<file path="src/rtl/pwm_pkg.sv">
// rtl/pwm_pkg.sv - shared constants and phase helper for the phase-shifted PWM generator
package pwm_pkg;

    localparam int NUM_CH = 8;

    // Wrapped channel phase: (cnt - idx*step) mod period, using a single
    // conditional add of period when the subtraction would underflow.
    // Valid for any period (power of two or not) as long as cnt < period
    // and idx*step < period.
    function automatic logic [31:0] phase_of(
        input logic [31:0] cnt,
        input int          idx,
        input int          step,
        input int          period
    );
        logic [31:0] off;
        logic [31:0] per;
        off = idx * step;
        per = period;
        if (cnt >= off) begin
            phase_of = cnt - off;
        end else begin
            phase_of = cnt + per - off;
        end
    endfunction

endpackage

</file>
<file path="src/rtl/pwm_channel.sv">
// rtl/pwm_channel.sv - one PWM channel: phase offset, duty compare and output register
module pwm_channel
    import pwm_pkg::*;
#(
    parameter int IDX    = 0,
    parameter int STEP   = 32,
    parameter int PERIOD = 256,
    parameter int DUTY   = 128,
    parameter int CNT_W  = 8
) (
    input  logic             clk,
    input  logic             rst,
    input  logic [CNT_W-1:0] cnt,
    output logic             pwm_o
);

    // DUTY may equal 2^CNT_W, so the compare is done at 32 bits.
    localparam logic [31:0] DUTY_U = DUTY;

    logic [31:0] w_ph;
    logic        w_active;
    logic        r_pwm;

    assign w_ph     = phase_of({{(32-CNT_W){1'b0}}, cnt}, IDX, STEP, PERIOD);
    assign w_active = (w_ph < DUTY_U);

    // Output register: follows the phase compare every clock, one cycle behind cnt.
    always_ff @(posedge clk) begin
        if (rst) begin
            r_pwm <= 1'b0;
        end else begin
            r_pwm <= w_active;
        end
    end

    assign pwm_o = r_pwm;

endmodule

</file>
<file path="src/rtl/pwm_gen.sv">
// rtl/pwm_gen.sv - free-running eight-channel phase-shifted PWM pattern source
module pwm_gen
    import pwm_pkg::*;
#(
    parameter int CNT_W    = 8,
    parameter int PERIOD   = 256,
    parameter int DUTY     = 128,
    parameter int PRESCALE = 1
) (
    input  logic              clk,
    input  logic              rst,
    output logic [NUM_CH-1:0] pwm
);

    localparam int STEP  = PERIOD / NUM_CH;
    localparam int PRE_W = (PRESCALE > 1) ? $clog2(PRESCALE) : 1;
    localparam logic [PRE_W-1:0] PRE_LAST = PRE_W'(PRESCALE - 1);
    localparam logic [CNT_W-1:0] CNT_LAST = CNT_W'(PERIOD - 1);

    // Reject illegal parameter combinations at elaboration.
    if (CNT_W < 1 || CNT_W > 31 || PERIOD < 8 || PERIOD > (1 << CNT_W) ||
        DUTY < 0 || DUTY > PERIOD || PRESCALE < 1) begin : g_param_err
        $error("pwm_gen: illegal parameters CNT_W=%0d PERIOD=%0d DUTY=%0d PRESCALE=%0d",
               CNT_W, PERIOD, DUTY, PRESCALE);
    end

    logic [PRE_W-1:0]  r_pre_cnt;
    logic [CNT_W-1:0]  r_cnt;
    logic              w_tick;
    logic [NUM_CH-1:0] w_pwm;

    // With PRESCALE=1 the prescaler is a constant zero and tick is always high.
    assign w_tick = (r_pre_cnt == PRE_LAST);

    // Prescaler: counts 0..PRESCALE-1 and wraps.
    always_ff @(posedge clk) begin
        if (rst) begin
            r_pre_cnt <= '0;
        end else if (w_tick) begin
            r_pre_cnt <= '0;
        end else begin
            r_pre_cnt <= r_pre_cnt + 1'b1;
        end
    end

    // Shared period counter: advances on tick, wraps at PERIOD-1.
    always_ff @(posedge clk) begin
        if (rst) begin
            r_cnt <= '0;
        end else if (w_tick) begin
            r_cnt <= (r_cnt == CNT_LAST) ? '0 : r_cnt + 1'b1;
        end
    end

    for (genvar gi = 0; gi < NUM_CH; gi++) begin : g_ch
        pwm_channel #(
            .IDX   (gi),
            .STEP  (STEP),
            .PERIOD(PERIOD),
            .DUTY  (DUTY),
            .CNT_W (CNT_W)
        ) u_ch (
            .clk  (clk),
            .rst  (rst),
            .cnt  (r_cnt),
            .pwm_o(w_pwm[gi])
        );
    end

    assign pwm = w_pwm;

endmodule

</file>
<file path="config.mk">
export PLATFORM = sky130hd
export DESIGN_NAME = pwm_gen
export DESIGN_NICKNAME = d
export VERILOG_FILES = /design/src/rtl/pwm_pkg.sv /design/src/rtl/pwm_channel.sv /design/src/rtl/pwm_gen.sv
export SDC_FILE = /design/constraint.sdc
export NUM_CORES = 1
export LEC_CHECK = 0
export ABC_AREA = 1
export CAP_MARGIN = 20
export CELL_PAD_IN_SITES_DETAIL_PLACEMENT = 1
export CELL_PAD_IN_SITES_GLOBAL_PLACEMENT = 1
export CORE_UTILIZATION = 38
export CTS_CLUSTER_SIZE = 12
export DETAILED_ROUTE_END_ITERATION = 6
export GPL_TIMING_DRIVEN = 1
export PLACE_DENSITY = 0.74
export SLEW_MARGIN = 10
export SYNTH_ARGS = -nofsm -noshare
export SYNTH_HDL_FRONTEND = slang
export SYNTH_HIERARCHICAL = 1
export SYNTH_SLANG_ARGS = --single-unit
</file>
<file path="constraint.sdc">
create_clock -name clk -period 1.83 [get_ports clk]
set_clock_uncertainty 0.15 [all_clocks]
set_input_delay 0.2745 -clock clk [delete_from_list [all_inputs] [get_ports clk]]
set_output_delay 0.2745 -clock clk [all_outputs]
set_load 0.1 [all_outputs]
</file>
; Yosys cells after proc, flatten, opt, wreduce, memory -nomap -nowiden
; Index checks and enable logic that the tools add are counted.
[op_classes]
mux = 8
eq_ne = 1
add_sub_neg = 17
shifts = 0
div = 0
order_cmp = 15
n_bitwise = 1
n_reduce_logical = 1
n_mul = 0
[ops]
columns = operator, count
row1 = "32-bit by 8-bit < comparator with 1-bit output, second input constant", 7
row2 = 32-bit two-way mux, 7
row3 = "32-bit by 8-bit subtractor with 32-bit output, second input constant", 4
row4 = "32-bit by 7-bit subtractor with 32-bit output, second input constant", 2
row5 = "8-bit by 8-bit subtractor with 9-bit output, second input constant", 4
row6 = "8-bit >= comparator, second input constant", 4
row7 = "32-bit by 6-bit subtractor with 32-bit output, second input constant", 1
row8 = "8-bit by 7-bit subtractor with 9-bit output, second input constant", 2
row9 = "8-bit by 7-bit >= comparator with 1-bit output, second input constant", 2
row10 = "8-bit by 9-bit adder with 10-bit output, second input constant", 1
row11 = "8-bit by 6-bit subtractor with 9-bit output, second input constant", 1
row12 = "8-bit by 1-bit adder with 8-bit output, second input constant", 1
row13 = "8-bit equality test, second input constant", 1
row14 = "8-bit by 6-bit >= comparator with 1-bit output, second input constant", 1
row15 = "8-bit < comparator, second input constant", 1
row16 = 8-bit two-way mux, 1
row17 = 2-bit OR reduction, 1
row18 = "1-bit adder, second input constant", 1
row19 = 1-bit NOT, 1
[totals]
latchBits = 0
mem_bits_ro = 0
input_bits = 2
output_inout_bits = 8
register_bits = 17
wordCells = 53
mem_bits_rw = 0
n_memories = 0

; Logic depth before layout (Yosys ltp)
[depth]
depth_word = 4
ltp_mapped = 8
mapped_depth_nobuf = 8

; Modules after synthesis
; The synthesis kept the hierarchy.
[modules_own_cells]
columns = mod, area_each_um2, seq_area_each_um2, cells_per_inst, n_inst
row1 = pwm_gen, 419.2, 180.2, 60, 1
row2 = pwm_channel at g_ch[5].u_ch, 128.9, 20.0, 23, 1
row3 = pwm_channel at g_ch[1].u_ch, 120.1, 20.0, 22, 1
row4 = pwm_channel at g_ch[3].u_ch, 117.6, 20.0, 21, 1
row5 = pwm_channel at g_ch[7].u_ch, 117.6, 20.0, 22, 1
row6 = pwm_channel at g_ch[6].u_ch, 42.5, 20.0, 7, 1
row7 = pwm_channel at g_ch[2].u_ch, 38.8, 20.0, 6, 1
row8 = pwm_channel at g_ch[4].u_ch, 30.0, 20.0, 3, 1
row9 = pwm_channel at g_ch[0].u_ch, 23.8, 20.0, 2, 1

; Least setup slack after synthesis
; No wires, ideal clock.
[synth_timing]
kind = register to register
startpoint = register r_cnt[6]
endpoint = register g_ch[5].u_ch.r_pwm
synth_period_minus_slack_ns = 1.552
setup_slack_ns = 0.278
stages_incl_launch_ff = 8
arrival_ns = 1.324
required_ns = 1.602
setup_time_ns = 0.078
n_path_buf = 0
path_cell_list = dfxtp_1 > or2_4 > ha_1 > inv_1 > nand2_1 > ha_1 > nand2_1 > nor3_1
[synth_between]
elab_chain_len = 4
word_cells_on_any_way = 6
cone_classes = add/sub: 3 / order compare: 2 / mux: 1
[synth_rtl]
columns = item, line
row1 = "start, declared", pwm_gen.sv:28  ; logic [CNT_W-1:0] r_cnt;
row2 = "start signal, assigned", pwm_gen.sv:51  ; r_cnt <= (r_cnt == CNT_LAST) ? '0 : r_cnt + 1'b1;
row3 = 8-bit by 9-bit adder with 10-bit output, pwm_pkg.sv:23  ; phase_of = cnt + per - off;
row4 = 32-bit by 8-bit subtractor with 32-bit output, pwm_pkg.sv:23
row5 = 32-bit two-way mux *, pwm_pkg.sv:20  ; if (cnt >= off) begin
row6 = 32-bit by 8-bit < comparator with 1-bit output *, pwm_channel.sv:25  ; assign w_active = (w_ph < DUTY_U);
row7 = "end signal, assigned", pwm_channel.sv:32  ; r_pwm <= w_active;
row8 = "end, declared", pwm_channel.sv:22  ; logic r_pwm;
; Mark *: on every way between the ends. The rest lies on a longest branch, timed or not.
; A chain may end at the register's enable or synchronous reset.

; Final worst setup path
[layout_timing]
startpoint = register r_cnt[5]
endpoint = register g_ch[5].u_ch.r_pwm
; Same word-level chain as after synthesis.

==> results.py <==
metrics = {
    "synthesis": {
        "synth_ff_type": "dfxtp_1",
        "ys_seq_area_frac": 0.328,
        "synth_cell_types": 18,
        "avgSynthCellArea_sq_um": 6.26,
        "ys_ff_latch": 17,
        "synth_top_area_share": 0.328,
        "synth_nets": 177,
        "yosysTopAreaCell": "dfxtp_1",
        "async_flop_share": 0,
        "netlist_instances": 166,
        "synth_edf_count": 0,
        "syn-cell-area_sq_um": 1040,
        "post-synth-top-count-cell": "nand2_1",
        "yosysWarningCount": 6,
        "yosys-top-cells-area": "dfxtp_1 (33%), nand2_1 (17%), inv_1 (13%)",
        "synth_common_cells": "nand2_1 (46), inv_1 (37), nor2_1 (29)",
    },
    "place": {
        "placedCellCount": 209,
        "gp_congestion": 0.734,
        "pre_cts_slack_ns": 0.153,
        "post-dp-hpwl_um": 1880,
        "post_dp_cell_area_sq_um": 1280,
        "io_buffer_count": 9,
    },
    "detailed_routing": {
        "routed-via-count": 967,
        "drt-initial-drc-count": 11,
        "first_pass_iters": 4,
        "final_antenna_net_count": 0,
        "route.detailed.drc": 0,
        "wl_per_cell_um": 11.0,
        "routed_wl_um": 2350,
        "avgViaCountPerCell": 4.54,
    },
    "cts": {
        "cts_tree": "built",
        "clock_latency_ns": 0.29,
        "clockBufferDepth": 2,
        "postCtsHoldBufs": 0,
        "cts.repair.resized": 0,
        "cts_made_buffers": 3,
        "cts-htree-levels": 1,
        "clkTransAtPathRegs_ns": 0.11,
        "clock_sinks": 17,
        "cts_setup_buffers": 0,
        "cts_root_buffer": "clkbuf_4",
    },
    "critical_path": {
        "ff2ff_setup_slack_ns": 0.15,
        "ff2ff_path_depth": 7,
        "end_kind": "flop",
        "required_ns": 1.90,
        "crit-reg2reg-launch": "r_cnt[5]",
        "start_kind": "flop",
        "critical_path_class": "flop to flop",
        "crit_fanout": 13,
        "rr_endpoint": "g_ch[5].u_ch/pwm_o",
        "cp.arrival_ns": 1.75,
    },
    "sta": {
        "max_freq_ghz": 0.595,
        "finalSetupTns_ns": 0,
        "rsz0062_at_grt": "false",
        "period_minus_slack_ns": 1.68,
        "finalSetupViolCount": 0,
        "hold_viol": 0,
        "fin_crit_sh": 0.918,
        "slew_headroom": 0.666,
        "setup_ws_ns": 0.150,
        "report.final.slew_viol_count": 0,
        "tightest_slew_ns": 0.500,
    },
    "cells_and_area": {
        "syn_to_final_growth_pct": 25.4,
        "fin_cells": 213,
        "nets": 195,
        "stdcell_area_sq_um": 1300,
        "fillers": 338,
        "antenna_cells": 0,
        "drive_gt1_frac": 0.148,
        "multi_input_area_sq_um": 548,
        "seqCellArea_sq_um": 340,
    },
    "hold_path": {
        "min_path_type": "flop to flop",
        "min_from": "r_cnt[1]",
        "holdPathEnd": "r_cnt[1]",
        "timing.hold.worst_path_depth": 2,
    },
    "grt": {
        "antenna_found_initial": 0,
        "grt_pass1_wl_um": 3930,
        "gr-usage-all-layers": 0.189,
        "grt_overflow": 0,
        "grt_max_degree": 14,
        "grt_pass1_vias": 949,
    },
    "floorplanning": {
        "core_area_sq_um": 2520,
        "design.die.area_sq_um": 2950,
        "num_rows": 18,
        "die_h_um": 54.3,
        "io_pins": 10,
        "fp.dieW_um": 54.3,
        "start_util": 0.412,
    },
    "pwr": {
        "p_per_area_nw_per_um2": 542,
        "p_total_mw": 0.705,
        "vdd.ir_drop.worst_mv": 0.324,
        "leakagePower_nw": 0.606,
    },
    "job": {
        "cap_viol_max_count": 0,
    },
    "status": {
        "outcome": "completed",
    },
}
## cells by family (layout without fill, tap and decap cells)
kind of cell,count (synthesis),count (layout),share of synthesized area
buffers and inverters,40,57,0.145
other,1,1,0.00361
AO/OA/AOI/OAI,3,3,0.0145
XOR/XNOR,2,2,0.0169
adder cells (fa/ha/maj),9,9,0.108
AND/OR/NAND/NOR,94,94,0.384
flip-flops,17,17,0.328
## layout by cell type (no fill, tap or decap), types with 2 or more instances in the layout
cell type | netlist | layout
nand2_1 | 46 | 46
clkbuf_4 | 0 | 3
nor2_1 | 29 | 29
nor2_2 | 2 | 2
xor2_1 | 2 | 2
nor3_1 | 4 | 4
nand3_1 | 4 | 4
inv_1 | 37 | 37
a21oi_1 | 2 | 2
ha_1 | 9 | 9
inv_2 | 3 | 3
buf_4 | 0 | 4
dfxtp_1 | 17 | 17
buf_12 | 0 | 8
nand2_2 | 5 | 5
## critical path, cell delays in order, from the launching register on
cell and delay [ns]:
dfxtp_1 0.44, or2_4 0.29, ha_1 0.18, inv_1 0.05, nand2_1 0.06, ha_1 0.27, nand2_1 0.05, nor3_1 0.12
## per-layer routing
metal | GRT usage | part of all wire | up-vias
met4 | 0.0641 | 0.0064 | 0
met2 | 0.352 | 0.51 | 6
met3 | 0.0250 | 0.016 | 2
met5 | 0 | 0 | -
li1 | - | - | 514
met1 | 0.218 | 0.47 | 445
## where the power goes
| group | leakage [nW] | switching (mW) | internal [mW] |
|---|---|---|---|
| sequential | 0.139 | 0.0150 | 0.380 |
| clock | 0.0150 | 0.124 | 0.0847 |
| combinational | 0.452 | 0.0656 | 0.0363 |
| total | 0.606 | 0.204 | 0.501 |
## final cells by class
type,count,area share
Multi-Input combinational cell,109,0.421
Sequential cell,17,0.261
Timing Repair Buffer,13,0.154
Inverter,40,0.115
Tap cell,30,0.0288
Clock buffer,4,0.0202
## sequential cells by signal, indices dropped and copies added (netlist names)
name	cells
g_ch.u_ch/pwm_o	8
r_pre_cnt	1
r_cnt	8
## metrics by stage
stage,hold slack [ns],util
2_1_floorplan,0.191,-
5_1_grt,0.498,0.516
6_report,0.457,0.516
4_1_cts,0.458,0.516
3_5_place_dp,0.439,0.506
3_3_place_gp,0.423,0.506
## how the worst max path moves through the flow
stage,start,slack (ns),endpoint,cells after the start
6_report,r_cnt[5],0.15,g_ch[5].u_ch/pwm_o,7
5_1_grt,r_cnt[5],0.03,g_ch[5].u_ch/pwm_o,7
4_1_cts,r_cnt[5],0.12,g_ch[5].u_ch/pwm_o,7
3_5_place_dp,r_cnt[5],0.15,g_ch[5].u_ch/pwm_o,7
3_3_place_gp,r_cnt[5],0.24,g_ch[5].u_ch/pwm_o,7
2_1_floorplan,r_cnt[6],0.28,g_ch[5].u_ch/pwm_o,7
Power figures use the tool's default switching activity.
